$ cat config.mk
export PLATFORM = sky130hd
export DESIGN_NAME = mpu_store_writer_flat
export DESIGN_NICKNAME = d
export VERILOG_FILES = /design/src/rtl/mpu_store_writer_if.sv /design/src/rtl/mpu_store_writer.sv /design/src/flat_wrapper.sv
export SDC_FILE = /design/constraint.sdc
export NUM_CORES = 1
export LEC_CHECK = 0
export BUFFER_PORTS_ARGS = -buffer_cell sky130_fd_sc_hd__buf_2
export CELL_PAD_IN_SITES_DETAIL_PLACEMENT = 1
export CELL_PAD_IN_SITES_GLOBAL_PLACEMENT = 1
export CORE_MARGIN = 3
export CORE_UTILIZATION = 35
export DETAILED_ROUTE_END_ITERATION = 8
export GPL_ROUTABILITY_DRIVEN = 0
export GPL_TIMING_DRIVEN = 0
export HOLD_SLACK_MARGIN = 0.15
export MAX_ROUTING_LAYER = met4
export PLACE_DENSITY_LB_ADDON = 0.25
export SETUP_SLACK_MARGIN = 0.4
export SLEW_MARGIN = 10
export SYNTH_ARGS = -nofsm -noshare
export SYNTH_HDL_FRONTEND = slang
export SYNTH_SLANG_ARGS = --single-unit
export TNS_END_PERCENT = 100
$ cat constraint.sdc
create_clock -name clk -period 6.8 [get_ports clk]
set_clock_uncertainty 0.1 [all_clocks]
set_input_delay 1.36 -clock clk [delete_from_list [all_inputs] [get_ports clk]]
set_output_delay 1.36 -clock clk [all_outputs]
set_load 0.01 [all_outputs]
$ cat src/rtl/mpu_store_writer_if.sv
// Bundle between the MPU store stage, the transfer controller and external memory.
// The writer uses the slave modport; whoever drives it uses master.
interface mpu_store_writer_if #(
  parameter int ADDR_W = 16,
  parameter int FP     = 16,
  parameter int MBITS  = 2,
  parameter int NBITS  = 2
);
  logic              start_in;
  logic [ADDR_W-1:0] base_addr_in;
  logic [MBITS:0]    m_size_in;
  logic [NBITS:0]    n_size_in;
  logic              store_en_in;
  logic [FP-1:0]     store_element_in;
  logic              store_ready_out;
  logic              mem_wr_valid_out;
  logic [ADDR_W-1:0] mem_wr_addr_out;
  logic [FP-1:0]     mem_wr_data_out;
  logic [MBITS:0]    mem_i_out;
  logic [NBITS:0]    mem_j_out;
  logic              mem_wr_ready_in;
  logic              busy_out;
  logic              done_out;
  logic              size_err_out;
  logic [1:0]        state_dbg;

  modport master (
    output start_in, base_addr_in, m_size_in, n_size_in, store_en_in, store_element_in,
           mem_wr_ready_in,
    input  store_ready_out, mem_wr_valid_out, mem_wr_addr_out, mem_wr_data_out,
           mem_i_out, mem_j_out, busy_out, done_out, size_err_out, state_dbg
  );

  modport slave (
    input  start_in, base_addr_in, m_size_in, n_size_in, store_en_in, store_element_in,
           mem_wr_ready_in,
    output store_ready_out, mem_wr_valid_out, mem_wr_addr_out, mem_wr_data_out,
           mem_i_out, mem_j_out, busy_out, done_out, size_err_out, state_dbg
  );
endinterface

$ cat src/rtl/mpu_store_writer.sv
// Buffers the store-stage element stream in a small FIFO and issues it as row-major,
// contiguous memory writes. One matrix transfer at a time; done pulses after the last write.
module mpu_store_writer #(
  parameter int FIFO_DEPTH = 4,
  parameter int ADDR_W     = 16,
  parameter int FP         = 16,
  parameter int MBITS      = 2,
  parameter int NBITS      = 2,
  parameter int M          = 4,
  parameter int N          = 4
) (
  input  logic clk,
  input  logic rst_n,
  mpu_store_writer_if.slave bus
);
  localparam int AW = $clog2(FIFO_DEPTH);
  localparam int TW = MBITS + NBITS + 2;

  localparam logic [1:0] S_IDLE  = 2'd0;
  localparam logic [1:0] S_WRITE = 2'd1;
  localparam logic [1:0] S_DRAIN = 2'd2;

  localparam logic [MBITS:0] M_MAX = (MBITS+1)'(M);
  localparam logic [NBITS:0] N_MAX = (NBITS+1)'(N);

  // Handshakes: a transfer on either side happens on a rising edge where valid (or
  // store_en) and ready are both high; ready never depends combinationally on valid.
  logic [1:0]        state;
  logic [FP-1:0]     fifo_mem [FIFO_DEPTH];
  logic [AW:0]       wr_ptr, rd_ptr, occupancy;
  logic [ADDR_W-1:0] addr;
  logic [NBITS:0]    n_size;
  logic [MBITS:0]    row;
  logic [NBITS:0]    col;
  logic [TW-1:0]     total, accepted;
  logic              done_q, err_q;
  logic              fifo_empty, fifo_full, size_ok;
  logic              store_ready, wr_valid, push, pop, last_push, final_pop;

  assign occupancy  = wr_ptr - rd_ptr;
  assign fifo_empty = (wr_ptr == rd_ptr);
  assign fifo_full  = (wr_ptr[AW] != rd_ptr[AW]) && (wr_ptr[AW-1:0] == rd_ptr[AW-1:0]);

  assign size_ok = (bus.m_size_in != '0) && (bus.m_size_in <= M_MAX) &&
                   (bus.n_size_in != '0) && (bus.n_size_in <= N_MAX);

  assign store_ready = (state == S_WRITE) && !fifo_full && (accepted < total);
  assign wr_valid    = (state != S_IDLE) && !fifo_empty;
  assign push        = bus.store_en_in && store_ready;
  assign pop         = wr_valid && bus.mem_wr_ready_in;
  assign last_push   = push && ((accepted + TW'(1)) == total);
  // In DRAIN no more pushes arrive, so the last buffered element is the final write.
  assign final_pop   = (state == S_DRAIN) && pop && (occupancy == (AW+1)'(1));

  always_ff @(posedge clk or negedge rst_n) begin
    if (!rst_n) begin
      state    <= S_IDLE;
      wr_ptr   <= '0;
      rd_ptr   <= '0;
      addr     <= '0;
      n_size   <= '0;
      row      <= '0;
      col      <= '0;
      total    <= '0;
      accepted <= '0;
      done_q   <= 1'b0;
      err_q    <= 1'b0;
    end else begin
      done_q <= 1'b0;
      err_q  <= 1'b0;
      case (state)
        S_IDLE: begin
          if (bus.start_in) begin
            if (size_ok) begin
              addr     <= bus.base_addr_in;
              n_size   <= bus.n_size_in;
              total    <= {{(NBITS+1){1'b0}}, bus.m_size_in} *
                          {{(MBITS+1){1'b0}}, bus.n_size_in};
              accepted <= '0;
              wr_ptr   <= '0;
              rd_ptr   <= '0;
              row      <= '0;
              col      <= '0;
              state    <= S_WRITE;
            end else begin
              err_q <= 1'b1;
            end
          end
        end
        S_WRITE: if (last_push) state <= S_DRAIN;
        S_DRAIN: begin
          if (final_pop) begin
            state  <= S_IDLE;
            done_q <= 1'b1;
          end
        end
        default: state <= S_IDLE;
      endcase

      if (push) begin
        wr_ptr   <= wr_ptr + (AW+1)'(1);
        accepted <= accepted + TW'(1);
      end
      if (pop) begin
        rd_ptr <= rd_ptr + (AW+1)'(1);
        addr   <= addr + ADDR_W'(1);
        if (col == n_size - (NBITS+1)'(1)) begin
          col <= '0;
          row <= row + (MBITS+1)'(1);
        end else begin
          col <= col + (NBITS+1)'(1);
        end
      end
    end
  end

  // Storage needs no reset: data leaves only while the FIFO holds valid entries.
  always_ff @(posedge clk) begin
    if (push) fifo_mem[wr_ptr[AW-1:0]] <= bus.store_element_in;
  end

  assign bus.store_ready_out  = store_ready;
  assign bus.mem_wr_valid_out = wr_valid;
  assign bus.mem_wr_addr_out  = addr;
  assign bus.mem_wr_data_out  = wr_valid ? fifo_mem[rd_ptr[AW-1:0]] : '0;
  assign bus.mem_i_out        = row;
  assign bus.mem_j_out        = col;
  assign bus.busy_out         = (state != S_IDLE);
  assign bus.done_out         = done_q;
  assign bus.size_err_out     = err_q;
  assign bus.state_dbg        = state;
endmodule

$ cat src/flat_wrapper.sv
// flat-port wrapper written by rule: the top's interface ports become plain ports
module mpu_store_writer_flat 
#(
  parameter int FIFO_DEPTH = 4,
  parameter int ADDR_W     = 16,
  parameter int FP         = 16,
  parameter int MBITS      = 2,
  parameter int NBITS      = 2,
  parameter int M          = 4,
  parameter int N          = 4
)
  (clk, rst_n, bus_start_in, bus_base_addr_in, bus_m_size_in, bus_n_size_in, bus_store_en_in, bus_store_element_in, bus_mem_wr_ready_in, bus_store_ready_out, bus_mem_wr_valid_out, bus_mem_wr_addr_out, bus_mem_wr_data_out, bus_mem_i_out, bus_mem_j_out, bus_busy_out, bus_done_out, bus_size_err_out, bus_state_dbg);
  mpu_store_writer_if #(.ADDR_W(ADDR_W), .FP(FP), .MBITS(MBITS), .NBITS(NBITS)) bus_i ();
  input  logic clk;
  input  logic rst_n;
  input wire logic [$bits(bus_i.start_in)-1:0] bus_start_in;
  input wire logic [$bits(bus_i.base_addr_in)-1:0] bus_base_addr_in;
  input wire logic [$bits(bus_i.m_size_in)-1:0] bus_m_size_in;
  input wire logic [$bits(bus_i.n_size_in)-1:0] bus_n_size_in;
  input wire logic [$bits(bus_i.store_en_in)-1:0] bus_store_en_in;
  input wire logic [$bits(bus_i.store_element_in)-1:0] bus_store_element_in;
  input wire logic [$bits(bus_i.mem_wr_ready_in)-1:0] bus_mem_wr_ready_in;
  output wire logic [$bits(bus_i.store_ready_out)-1:0] bus_store_ready_out;
  output wire logic [$bits(bus_i.mem_wr_valid_out)-1:0] bus_mem_wr_valid_out;
  output wire logic [$bits(bus_i.mem_wr_addr_out)-1:0] bus_mem_wr_addr_out;
  output wire logic [$bits(bus_i.mem_wr_data_out)-1:0] bus_mem_wr_data_out;
  output wire logic [$bits(bus_i.mem_i_out)-1:0] bus_mem_i_out;
  output wire logic [$bits(bus_i.mem_j_out)-1:0] bus_mem_j_out;
  output wire logic [$bits(bus_i.busy_out)-1:0] bus_busy_out;
  output wire logic [$bits(bus_i.done_out)-1:0] bus_done_out;
  output wire logic [$bits(bus_i.size_err_out)-1:0] bus_size_err_out;
  output wire logic [$bits(bus_i.state_dbg)-1:0] bus_state_dbg;
  assign bus_i.start_in = bus_start_in;
  assign bus_i.base_addr_in = bus_base_addr_in;
  assign bus_i.m_size_in = bus_m_size_in;
  assign bus_i.n_size_in = bus_n_size_in;
  assign bus_i.store_en_in = bus_store_en_in;
  assign bus_i.store_element_in = bus_store_element_in;
  assign bus_i.mem_wr_ready_in = bus_mem_wr_ready_in;
  assign bus_store_ready_out = bus_i.store_ready_out;
  assign bus_mem_wr_valid_out = bus_i.mem_wr_valid_out;
  assign bus_mem_wr_addr_out = bus_i.mem_wr_addr_out;
  assign bus_mem_wr_data_out = bus_i.mem_wr_data_out;
  assign bus_mem_i_out = bus_i.mem_i_out;
  assign bus_mem_j_out = bus_i.mem_j_out;
  assign bus_busy_out = bus_i.busy_out;
  assign bus_done_out = bus_i.done_out;
  assign bus_size_err_out = bus_i.size_err_out;
  assign bus_state_dbg = bus_i.state_dbg;
  mpu_store_writer #(.FIFO_DEPTH(FIFO_DEPTH), .ADDR_W(ADDR_W), .FP(FP), .MBITS(MBITS), .NBITS(NBITS), .M(M), .N(N)) u_core (.clk(clk), .rst_n(rst_n), .bus(bus_i));
endmodule
# After elaboration in Yosys (flattened, before gate mapping)
# Memory sizes are Yosys's and may differ from the RTL's.
# Cells that the tools add are included.
[totals]
mem_bits_rw = 64
mem_count = 1
inputBits = 43
ff_bits = 47
[mem_list]
columns = ["memory", "depth", "width", "rd", "rd_clocked_by_memory_dff", "write_ports", "line", "text"]
rows = [
  ["u_core.fifo_mem", 4, 16, 1, 0, 1, "mpu_store_writer.sv:29", "logic [FP-1:0] fifo_mem [FIFO_DEPTH];"],
]
[op_classes]
n_eq_ne = 12
n_reduce_logical = 28
muxes = 33
addsub = 8
magnitude_cmp = 3
multipliers = 1
[op_table]
columns = ["op", "count"]
rows = [
  ["16-bit two-way mux", 5],
  ["3-bit two-way mux", 12],
  ["6-bit two-way mux", 4],
  ["16-bit by 1-bit adder with 16-bit output, second input constant", 1],
  ["2-bit nonzero test", 7],
  ["3-bit by 1-bit adder with 3-bit output, second input constant", 4],
  ["1-bit logical AND", 12],
  ["3-bit AND reduction", 3],
  ["2-bit two-way mux", 4],
  ["1-bit two-way mux", 7],
  ["6-bit by 1-bit adder with 6-bit output, second input constant", 1],
  ["3-bit equality test", 2],
  ["6-bit equality test", 1],
  ["3-bit less-or-equal comparator, second input constant", 2],
  ["6-bit less-than comparator", 1],
  ["3-bit by 3-bit multiplier with 6-bit output", 1],
  ["2-bit by 1-bit inequality test with 1-bit output, second input constant", 3],
  ["2-bit one-hot mux with 3 select lines", 1],
  ["3-bit nonzero test", 2],
  ["4-bit AND reduction", 1],
  ["3-bit by 1-bit equality test with 1-bit output, second input constant", 1],
  ["3-bit by 1-bit subtractor with 3-bit output, second input constant", 1],
  ["3-bit subtractor", 1],
  ["2-bit by 1-bit equality test with 1-bit output, second input constant", 1],
  ["6 further kinds", 7],
]

# Longest topological paths before layout
[logic_depth]
depth_word = 9
ltp_mapped = 10
depth_no_buf = 9

# Worst setup path after synthesis
# Ideal clock, no wire load.
[synth_path]
kind = "register -> register"
from = "register u_core.rd_ptr[1]"
to = "memory u_core.fifo_mem[3][0], enable pin"
path_buffers = 3
setup_slack_ns = 2.714
path_stages_with_launch = 9
setup_time_ns = 0.418
t_required_ns = 6.282
arrival_ns = 3.568
path_cell_list = "dfrtp_1 -> clkbuf_1 -> clkbuf_1 -> inv_1 -> ha_1 -> a311o_1 -> or3b_1 -> buf_2 -> nor3b_1"
[synth_between]
elab_chain_cells = 8
[synth_lines]
columns = ["item", "line", "text"]
rows = [
  ["from (decl)", "mpu_store_writer.sv:30", "logic [AW:0] wr_ptr, rd_ptr, occupancy;"],
  ["from (signal assigned)", "mpu_store_writer.sv:105", "rd_ptr <= rd_ptr + (AW+1)'(1);"],
  ["2-bit equality test", "mpu_store_writer.sv:42", "assign fifo_full = (wr_ptr[AW] != rd_ptr[AW]) && (wr_ptr[AW-1:0] == rd_ptr[AW-1:0]);"],
  ["1-bit logical AND", "mpu_store_writer.sv:42", ""],
  ["1-bit logical NOT", "mpu_store_writer.sv:47", "assign store_ready = (state == S_WRITE) && !fifo_full && (accepted < total);"],
  ["1-bit logical AND (2 in series)", "mpu_store_writer.sv:47", ""],
  ["1-bit logical AND", "mpu_store_writer.sv:49", "assign push = bus.store_en_in && store_ready;"],
  ["1-bit two-way mux", "mpu_store_writer.sv:119", "if (push) fifo_mem[wr_ptr[AW-1:0]] <= bus.store_element_in;"],
  ["1-bit two-way mux (not written as such)", "mpu_store_writer.sv:119", ""],
  ["to (decl)", "mpu_store_writer.sv:29", ""],
]
# Every way passes these cells.

# Worst setup path after layout
[layout_path]
from = "register u_core.rd_ptr[1]"
to = "output bus_mem_wr_data_out[14]"
[layout_between]
elab_chain_cells = 4
[layout_lines]
columns = ["item", "line", "text"]
rows = [
  ["3-bit equality test", "mpu_store_writer.sv:41", "assign fifo_empty = (wr_ptr == rd_ptr);"],
  ["1-bit logical NOT", "mpu_store_writer.sv:48", "assign wr_valid = (state != S_IDLE) && !fifo_empty;"],
  ["1-bit logical AND", "mpu_store_writer.sv:48", ""],
  ["16-bit two-way mux (*)", "mpu_store_writer.sv:125", "assign bus.mem_wr_data_out = wr_valid ? fifo_mem[rd_ptr[AW-1:0]] : '0;"],
  ["to (decl)", "flat_wrapper.sv:26", "output wire logic [$bits(bus_i.mem_wr_data_out)-1:0] bus_mem_wr_data_out;"],
]
# Every way passes the cells marked *; elsewhere a longest branch is shown, timed or not.

==> results.yml <==
synthesis:
  syn-num-nets: 484
  synth-simple-area-share_pct: 12.9
  synth_cell_types: 53
  synth_ff_type: "edfxtp_1"
  yosys_warnings: 0
  synth_top_family_by_area: "simple AND/OR/NAND/NOR gates"
  ys_seq_area_share_pct: 57.8
  synthXorXnorAreaFrac_pct: 2.87
  synthArstFlopShare_pct: 42.3
  synth_edf_count: 64
  syn_area_um2: 5360
  synth_cells: 415
  synth-compound-area-share_pct: 9.08
  synth_fa_ha_area_share_pct: 6.49
  syn_area_per_cell_um2: 12.9
  synth_mux_area_share_pct: 8.07
  synth_seq_cells: 111
timing:
  period_minus_slack_ps: 5250
  fin_hold_ws_ps: 390
  tightest_slew_ps: 898
  hold_viol_final: 0
  relSlewSlack_pct: 40.2
  clock.fmax_mhz: 191
  min_period_over_period_pct: 77.1
  rsz0062_at_grt: "no"
  drv_slew: 0
  final.setup.worst_slack_ps: 1550
  setup_violations: 0
  tns_ps: 0
power:
  swShare_pct: 38.9
  p_clk_share_pct: 18.7
  static-leakage-power_nw: 2.62
  seq_power_share_pct: 37.4
  vdd_drop_max_v: 0.000191
  pwr-share-comb_pct: 43.9
  intPower_mw: 1.78
  powerDensity_nw_per_um2: 456
  finalPower_mw: 2.91
  power_switching_mw: 1.13
cells_and_area:
  layout.cells.non_filler: 704
  diodes: 0
  design_area_um2: 6370
  fin_nets: 584
  final_core_util_pct: 43.2
  layout-drive-gt1-share_pct: 26.3
  synthToLayoutAreaGrowth_pct: 18.9
worst_setup_path:
  required_ps: 5340
  startpoint_type: "register"
  critPathLaunch: "u_core.rd_ptr[1]$_DFFE_PN0P_"
  path_class: "register to primary output"
  r2r_slack_ps: 2520
  cp_max_fo: 10
  worstPathArrival_ps: 3790
  rr_endpoint: "u_core.fifo_mem[0][0]$_DFFE_PP_"
  r2r-start: "u_core.rd_ptr[1]$_DFFE_PN0P_"
  r2r_cells: 9
  cp-end-kind: "primary output"
die:
  die_h_um: 130
  start_util_pct: 36.3
  num_rows: 44
  core_um2: 14800
  ioPinCount: 88
  dieArea_um2: 16800
  die_x_um: 130
drt:
  drc: 0
  met2_length_um: 6110
  wire_per_inst_um: 18.2
  vias_per_cell: 5.23
  wl_um: 12800
  firstDrtPassIters: 4
  antenna_left: 0
  wl_met3_um: 597
  routed.top_layer: "met4"
  drtIter0Drc: 159
  drt-met1-wl_um: 5840
  vias: 3680
placed_design:
  hpwl_um: 9280
  place_ws_ps: 1480
  post-place-cells: 687
  io_buffers: 87
  place_area_um2: 6040
clock_tree:
  numCtsBuffers: 9
  clockBufferDepth: 2
  clkLatencyLatePin_ps: 350
  holdBufCountCts: 0
  cts_tree: "built"
  postCtsSetupRepairBufs: 0
  root_buffer: "clkbuf_16"
  clkSinkCount: 111
  clk_pin_slew_ps: 80
  htree_levels: 3
  cts_resized: 0
global_route:
  grt-ovfl-total: 0
  grt_antenna_before_repair: 0
  grt_pass1_vias: 4035
  grt_start_max_net_pins: 48
  grtUsageTotal_pct: 16.5
  grt_pass1_wl_um: 21000
worst_hold_path:
  min_path_cells: 1
  holdCritPathClass: "register to register"
  worstHoldStart: "u_core.bus.mem_i_out[2]$_DFF_PN0_"
  hold-path-endpoint: "u_core.bus.mem_i_out[2]$_DFF_PN0_"
run_status:
  status: "finished clean"
run:
  max_cap_viol_count: 0
## cells in the mapped netlist (5+ instances only)
master,count,area share [%]
xor2_1,10,1.6
mux2i_1,5,0.93
nand3_1,7,0.65
nor2b_1,17,2.0
inv_1,20,1.4
or2_2,6,0.70
mux4_2,16,6.7
a211oi_1,10,1.4
clkbuf_1,14,0.98
ha_1,23,5.4
and2_1,8,0.93
dfrtp_1,47,22
edfxtp_1,64,36
xnor2_1,5,0.82
o211ai_1,5,0.70
nor2_1,22,1.5
nand2_1,36,2.5
a311oi_1,5,0.82
nor3b_1,8,1.1
a21oi_1,6,0.56
o21ai_0,18,1.7
nor3_1,11,1.0
## cells by family (layout without fill, tap and decap cells)
kind of cell | count (synthesis) | after routing
mux | 23 | 23
xor+xnor | 16 | 16
flops | 111 | 111
buf+inv | 37 | 142
compound gates | 68 | 68
simple gates | 134 | 134
fa+ha+maj | 26 | 26
## critical path: stages, from the launching register on
cell      delay (ps)
dfrtp_1          410
clkbuf_1         440
clkbuf_1         580
inv_1            140
ha_1             340
nand2_1           90
o21ai_1          640
clkbuf_1         480
nor2b_1          140
buf_2            170
## cell usage in the layout, fill, tap and decap left out, drive strengths merged, types with 5 or more instances in the layout
cell type  instances
nor3b              8
inv               23
dfrtp             47
xor2              10
a21oi              6
nor2b             17
o21ai             18
clkbuf            23
nand2             36
and2               8
edfxtp            64
mux2i              5
a311oi             5
a211oi            10
o211ai             5
ha                23
nor3              11
xnor2              5
or2                7
mux4              16
nor2              22
nand3              7
buf               92
## registers in the layout, summed over array words and instances (netlist names)
signal,flops
u_core.bus.mem_wr_addr_out,16
u_core.bus.mem_i_out,3
u_core.accepted,6
u_core.n_size,3
u_core.bus.size_err_out,1
u_core.fifo_mem,64
u_core.bus.mem_j_out,3
u_core.bus.done_out,1
u_core.total,6
u_core.bus.state_dbg,2
u_core.rd_ptr,3
u_core.wr_ptr,3
## power by group through the flow
stage / Clock (mW) / Combinational (mW) / Sequential, mW
CTS: 0.563 / 1.31 / 1.09
global placement: 0 / 1.26 / 1.09
global route: 0.587 / 1.46 / 1.11
finish: 0.544 / 1.28 / 1.09
detailed placement: 0 / 1.30 / 1.10
floorplan: 0 / 0.837 / 1.08
## cell type report
type                            count  area [um2]
Buffer                             17        73.8
Multi-Input combinational cell    267        2120
Clock buffer                        9         225
Timing Repair Buffer               89         463
Tap cell                          184         230
Sequential cell                   111        3100
Clock inverter                      7        87.6
Inverter                           20        75.1
Fill cell                        1610        8380
## worst max-delay path by stage
stage / end / depth (start not counted) / slack, ps
global placement: u_core.wr_ptr[2]$_DFFE_PN0P_ / 9 / 1090
detailed placement: bus_mem_wr_data_out[14] / 9 / 1480
global route: bus_mem_wr_data_out[14] / 9 / 1190
finish: bus_mem_wr_data_out[14] / 9 / 1550
CTS: bus_mem_wr_data_out[14] / 9 / 1090
floorplan: u_core.fifo_mem[3][0]$_DFFE_PP_ / 8 / 2710
## per-layer routing
metal	vias up	GRT usage, %
met5	-	-
met4	0	5.44
met3	19	3.68
met2	86	26.6
met1	1839	20.7
li1	1736	-
Note: power is estimated with default switching activity, not from simulation.
